`config.mk`:
```
export PLATFORM = sky130hd
export DESIGN_NAME = seg_disp_arbiter
export DESIGN_NICKNAME = d
export VERILOG_FILES = /design/src/rtl/seg_disp_arbiter.sv
export SDC_FILE = /design/constraint.sdc
export NUM_CORES = 1
export LEC_CHECK = 0
export CORE_UTILIZATION = 52
export CTS_BUF_LIST = sky130_fd_sc_hd__clkbuf_8
export CTS_CLUSTER_DIAMETER = 40
export DETAILED_ROUTE_END_ITERATION = 12
export PLACE_DENSITY = 0.87
export SETUP_SLACK_MARGIN = 0.02
export SLEW_MARGIN = 20
export SYNTH_ARGS = -nofsm -noshare
export SYNTH_HDL_FRONTEND = slang
export SYNTH_SLANG_ARGS = --single-unit
export TNS_END_PERCENT = 1
```
`constraint.sdc`:
```
create_clock -name clk -period 5.99 [get_ports clk]
set_input_delay 1.198 -clock clk [delete_from_list [all_inputs] [get_ports clk]]
set_output_delay 1.198 -clock clk [all_outputs]
set_load 0.01 [all_outputs]
```
`src/rtl/seg_disp_arbiter.sv`:
```
// Seven-segment display arbiter: base value vs. two timed requesters.
// Grants one requester at a time for HOLD_CYCLES, saturating shown values at 9999.
module seg_disp_arbiter #(
    parameter int HOLD_W      = 26,
    parameter int HOLD_CYCLES = 50_000_000
) (
    input  logic        clk,
    input  logic        rst_n,
    input  logic [15:0] base_num,
    input  logic [3:0]  base_dot,
    input  logic [1:0]  req,
    input  logic [15:0] req_num0,
    input  logic [15:0] req_num1,
    input  logic [3:0]  req_dot0,
    input  logic [3:0]  req_dot1,
    output logic [1:0]  ack,
    output logic [15:0] disp_num,
    output logic [3:0]  dpdot,
    output logic [1:0]  owner,
    output logic        busy,
    output logic        sat
);

    localparam logic [0:0] ST_IDLE = 1'b0;
    localparam logic [0:0] ST_SHOW = 1'b1;

    localparam logic [15:0]       LP_MAX  = 16'd9999;
    localparam logic [HOLD_W-1:0] LP_LOAD = HOLD_W'(HOLD_CYCLES - 1);

    logic [0:0]        r_state;
    logic [HOLD_W-1:0] r_cnt;
    logic              r_last;
    logic [1:0]        r_ack;
    logic [15:0]       r_num;
    logic [3:0]        r_dot;
    logic [1:0]        r_owner;
    logic              r_busy;
    logic              r_sat;

    logic        w_any;
    logic        w_pick1;
    logic [15:0] w_gnum;
    logic [3:0]  w_gdot;
    logic        w_expired;

    function automatic logic [15:0] f_clamp(input logic [15:0] v);
        return (v > LP_MAX) ? LP_MAX : v;
    endfunction

    // req0 wins a tie only when the previous grant went to req1
    assign w_any     = |req;
    assign w_pick1   = req[1] && !(req[0] && r_last);
    assign w_gnum    = w_pick1 ? req_num1 : req_num0;
    assign w_gdot    = w_pick1 ? req_dot1 : req_dot0;
    assign w_expired = (r_cnt == '0);

    always_ff @(posedge clk or negedge rst_n) begin
        if (!rst_n) begin
            r_state <= ST_IDLE;
            r_cnt   <= '0;
            r_last  <= 1'b0;
            r_ack   <= 2'b00;
            r_num   <= 16'd0;
            r_dot   <= 4'd0;
            r_owner <= 2'd0;
            r_busy  <= 1'b0;
            r_sat   <= 1'b0;
        end else begin
            r_ack <= 2'b00;
            if ((r_state == ST_IDLE || w_expired) && w_any) begin
                r_state <= ST_SHOW;
                r_cnt   <= LP_LOAD;
                r_last  <= w_pick1;
                r_ack   <= w_pick1 ? 2'b10 : 2'b01;
                r_num   <= f_clamp(w_gnum);
                r_dot   <= w_gdot;
                r_sat   <= (w_gnum > LP_MAX);
                r_owner <= w_pick1 ? 2'd2 : 2'd1;
                r_busy  <= 1'b1;
            end else if (r_state == ST_IDLE || w_expired) begin
                r_state <= ST_IDLE;
                r_num   <= f_clamp(base_num);
                r_dot   <= base_dot;
                r_sat   <= (base_num > LP_MAX);
                r_owner <= 2'd0;
                r_busy  <= 1'b0;
            end else begin
                r_cnt <= r_cnt - 1'b1;
            end
        end
    end

    assign ack      = r_ack;
    assign disp_num = r_num;
    assign dpdot    = r_dot;
    assign owner    = r_owner;
    assign busy     = r_busy;
    assign sat      = r_sat;

endmodule

```
== Word level (Yosys, flattened, before mapping) ==
Index checks and enable logic that the tools add are counted.
Cells by class
  bitwise operators: 1
  equality and inequality tests: 1
  reductions and logical operators: 8
  add/sub/neg operators: 1
  multiplexer cells: 18
  magnitude comparators: 2
Operators with widths (number)
  $mux 16: 5
  $mux 26: 2
  $gt 16x14->1 const B: 2
  $logic_not 26->1: 1
  $sub 26x1->26 const B: 1
  $mux 4: 3
  $mux 2: 4
  $mux 1: 4
  $logic_and 1x1->1: 3
  $ne 2x1->1 const B: 1
  $reduce_bool 2->1: 1
  $reduce_or 2->1: 1
  $logic_not 1->1: 1
  $logic_or 1x1->1: 1
  $not 1->1: 1
Word-level totals
  output and inout port bits: 26
  input bits: 64
  flip-flop bits (word level): 53
  logic and storage cells: 39

== Longest topological paths before layout ==
  depth in word-level cells: 7
  gate-level depth with buffers: 8
  gate-level depth less buffers: 7

== Worst setup path after synthesis ==
No wires, ideal clock.
  path type: input -> register
  start point: in req_num0[7]
  end point: reg r_num[0] (netlist: disp_num[0])
  slack: 3.109 ns
  setup time: 0.121 ns
  buffers on the path: 0
  stages: 5
  arrival time: 2.760 ns
  data required time: 5.869 ns
  cell sequence: or4_1 > a2111oi_4 > o21ai_2 > a21o_1 > o22a_1
On the way
  longest elaborated chain between the ends: 4
Ends and longest elaborated chain
  from (decl): line 12  | input logic [15:0] req_num0,
  $mux 16: line 53  | assign w_gnum = w_pick1 ? req_num1 : req_num0;
  $gt 16x14->1: line 47  | return (v > LP_MAX) ? LP_MAX : v;
  $mux 16: line 47
  $mux 16: line 70  | if ((r_state == ST_IDLE || w_expired) && w_any) begin
  to (signal assigned): line 75  | r_num <= f_clamp(w_gnum);
  to (signal assigned): line 82  | r_num <= f_clamp(base_num);
  to (decl): line 34  | logic [15:0] r_num;
No other way between the ends.
A chain may end at the register's enable or synchronous reset.

== Worst setup path in the final report ==
  start point: in req_num1[7]
  end point: reg r_num[0] (netlist: disp_num[0])
On the way
  longest elaborated chain between the ends: 4
Ends and longest elaborated chain
  from (decl): line 13  | input logic [15:0] req_num1,
  $mux 16: line 53
  $gt 16x14->1: line 47
  $mux 16: line 47
  $mux 16: line 70
No other way between the ends.

==> metrics <==
clock sinks 53; WHS Path Cells 1; Hold Startpoint disp_num[15]; Synth Area per Inst 9.68 µm²; worst path required time 6.20 ns; Initial Util 0.538; Syn Nets 371; Yosys warnings 0; most common cell in the netlist dfrtp_1; peak supply drop 0.138 mV; 1st-iter DRT viols 272; Area growth, synth to finish 34.5%; top cell type's share of synthesized area 0.448; setup tns final 0 ns; gr usage total 0.290; Layout fillers 426; Register-to-Register Setup Slack 3.07 ns; port buffer count 89; Slew headroom 0.477; first-pass GRT wire length 13700 µm; crit start category input pin; DPL Wire Length 5970 µm; sequential fraction of the synthesis area 0.448; antenna cells 0; top_reg_cell synth dfrtp_1; remaining antenna violation count after routing 0; row cnt 27; Hold/Removal Path Class flop to flop; Worst Hold End disp_num[15]; Pleak 1.58 nW; Via density 6.27; Critical Path AT 3.34 ns; I/O Pins 90; final hold vios 0; crit-path cells clkdlybuf4s50_1, or4_4, a2111oi_4, o21ai_2, a21o_1, o22a_1; EDFF count, synth 0; Bufs on Longest Clock Path 2; share of cells above drive strength 1 0.0738; htree depth 2; Chip Height 77.5 µm; Yosys top cell by area dfrtp_1; Max Clock Freq 319 MHz; Post-CTS Setup Bufs 0; Crit Path Max Fanout 9; Worst-Margin Slew 0.784 ns; endpoints failing setup 0; Tcrit/Tclk final 0.523; post-cts resize count 0; total core area 5510 µm²; Worst-Skew Late Latency 0.31 ns; TritonCTS clock tree built; CTS buffer count 5; Slowest Stage Delay on Critical Path 0.61 ns; number of antenna violations at the first check in global routing 0; Die X 77.5 µm; #FFs+latches synth 53; max_cap viols 0; slowest CP cell a2111oi_4; clock slew seen by the registers of the worst setup and hold paths 0.09 ns; asr flop ratio synth 1.00; cell count after synthesis 306; hold_buf cts 0; Synth cell types 57; # DRC 0; Design Area, Final 3990 µm²; die area 6000 µm²; Clock Tree Root clkbuf_8; GPL Wtd Cong 0.890; reg2reg start r_cnt[2]; Crit. End Element flop; synthesized area 2960 µm²; Area after DPL 3900 µm²; Crit Reg-Reg Endpoint disp_num[9]; commonest cells in the netlist 53 x dfrtp_1, 39 x nor2_1, 22 x nand2_1; status finished, final reports clean; Final min period 3.13 ns; Fin Clk Skew 0.00587 ns; RSZ-0062 raised after global routing no; Area contributors post-synth dfrtp_1 45%, nor2_1 4.9%, a221oi_1 3.0%; Slew Limit Fails 0; final wirelength 8080 µm; number of nets in the layout 457; r2r worst-path depth 6; vias in the first global route 2836; Setup Crit Path Kind input pin to flop; GR Overflow Total 0; Power Density 223 nW/µm²; average wire per standard cell 17.4 µm; DR pass1 iterations 5; vias after detailed routing 2914; largest net degree at the start of global routing 54
==> metal layers <==
layer | part of all wire | wire [µm] | vias to the layer above | GRT usage
met5 | 0 | 0 | - | 0
li1 | - | - | 1350 | -
met2 | 0.51 | 4120 | 136 | 0.480
met1 | 0.39 | 3130 | 1408 | 0.364
met3 | 0.077 | 625 | 20 | 0.0753
met4 | 0.025 | 205 | 0 | 0.108
==> how the worst max path moves through the flow <==
stage / startpoint / to / cells past startpoint
floorplan: req_num0[7] / disp_num[0] / 5
global placement: req_num1[7] / disp_num[1] / 6
detailed placement: req_num1[7] / disp_num[0] / 6
CTS: req_num1[7] / disp_num[0] / 6
global route: req_num1[7] / disp_num[1] / 6
finish: req_num1[7] / disp_num[0] / 6
==> per-stage QoR <==
step / worst slack (ns) / hold slack (ns) / cells / power [mW] / utilization
floorplan: 3.11 / 0.447 / 306 / 0.578 / -
global placement: 2.59 / 0.455 / 457 / 0.680 / 0.709
CTS: 2.86 / 0.481 / 465 / 0.890 / 0.724
finish: 2.86 / 0.493 / 465 / 0.887 / 0.724
global route: 2.79 / 0.515 / 465 / 0.938 / 0.724
detailed placement: 2.52 / 0.460 / 457 / 0.692 / 0.709
==> flip-flops by register name, indices dropped and copies added, names as in the netlist <==
signal    flops
ack           2
busy          1
disp_num     16
dpdot         4
owner         2
r_cnt        26
r_last        1
sat           1
==> cell families (layout without fill, tap and decap cells) <==
logic type | count (synthesis) | count (layout) | share of synthesized area
xor+xnor | 3 | 3 | 0.00887
simple gates | 119 | 119 | 0.209
compound gates | 96 | 96 | 0.254
buf+inv | 22 | 109 | 0.0338
mux | 12 | 12 | 0.0422
flops | 53 | 53 | 0.448
fa+ha+maj | 1 | 1 | 0.00422
==> layout make-up <==
cell class	count	area [µm²]	area share
Multi-Input combinational cell	231	1540	0.385
Inverter	7	26.3	0.00659
Clock buffer	5	68.8	0.0173
Timing Repair Buffer	94	923	0.232
Sequential cell	53	1330	0.333
Clock inverter	3	15.0	0.00377
Tap cell	72	90.1	0.0226
==> cells in the final DEF, fill, tap and decap left out, types with 3 or more instances in the layout <==
master	Yosys	layout
a21o_1	4	4
a21oi_1	11	11
a221oi_1	10	10
a22o_1	7	7
a22oi_1	4	4
a31oi_1	13	13
and4_1	3	3
buf_4	1	5
clkbuf_8	0	5
clkdlybuf4s50_1	0	88
dfrtp_1	53	53
inv_1	7	9
mux2_2	4	4
mux2i_1	8	8
nand2_1	22	22
nand3_1	9	9
nand4_1	4	4
nor2_1	39	39
nor3_1	9	9
nor4_1	8	8
o211ai_1	4	4
o21a_1	5	5
o21ai_0	9	9
o22a_1	3	3
o31ai_1	7	7
or2_2	3	3
or3_1	6	6
or4_1	4	4
==> critical path, delay by kind of cell <==
family / cells / cell delay, ns
AO/OA/AOI/OAI: 4 / 1.15
AND/OR/NAND/NOR: 1 / 0.55
buffers and inverters: 1 / 0.43
==> where the power goes <==
| group | total (mW) | switching [mW] | internal (mW) |
|---|---|---|---|
| combinational | 0.224 | 0.102 | 0.122 |
| sequential | 0.462 | 0.0577 | 0.405 |
| clock | 0.201 | 0.121 | 0.0797 |
Note: power is estimated with default switching activity, not from simulation.
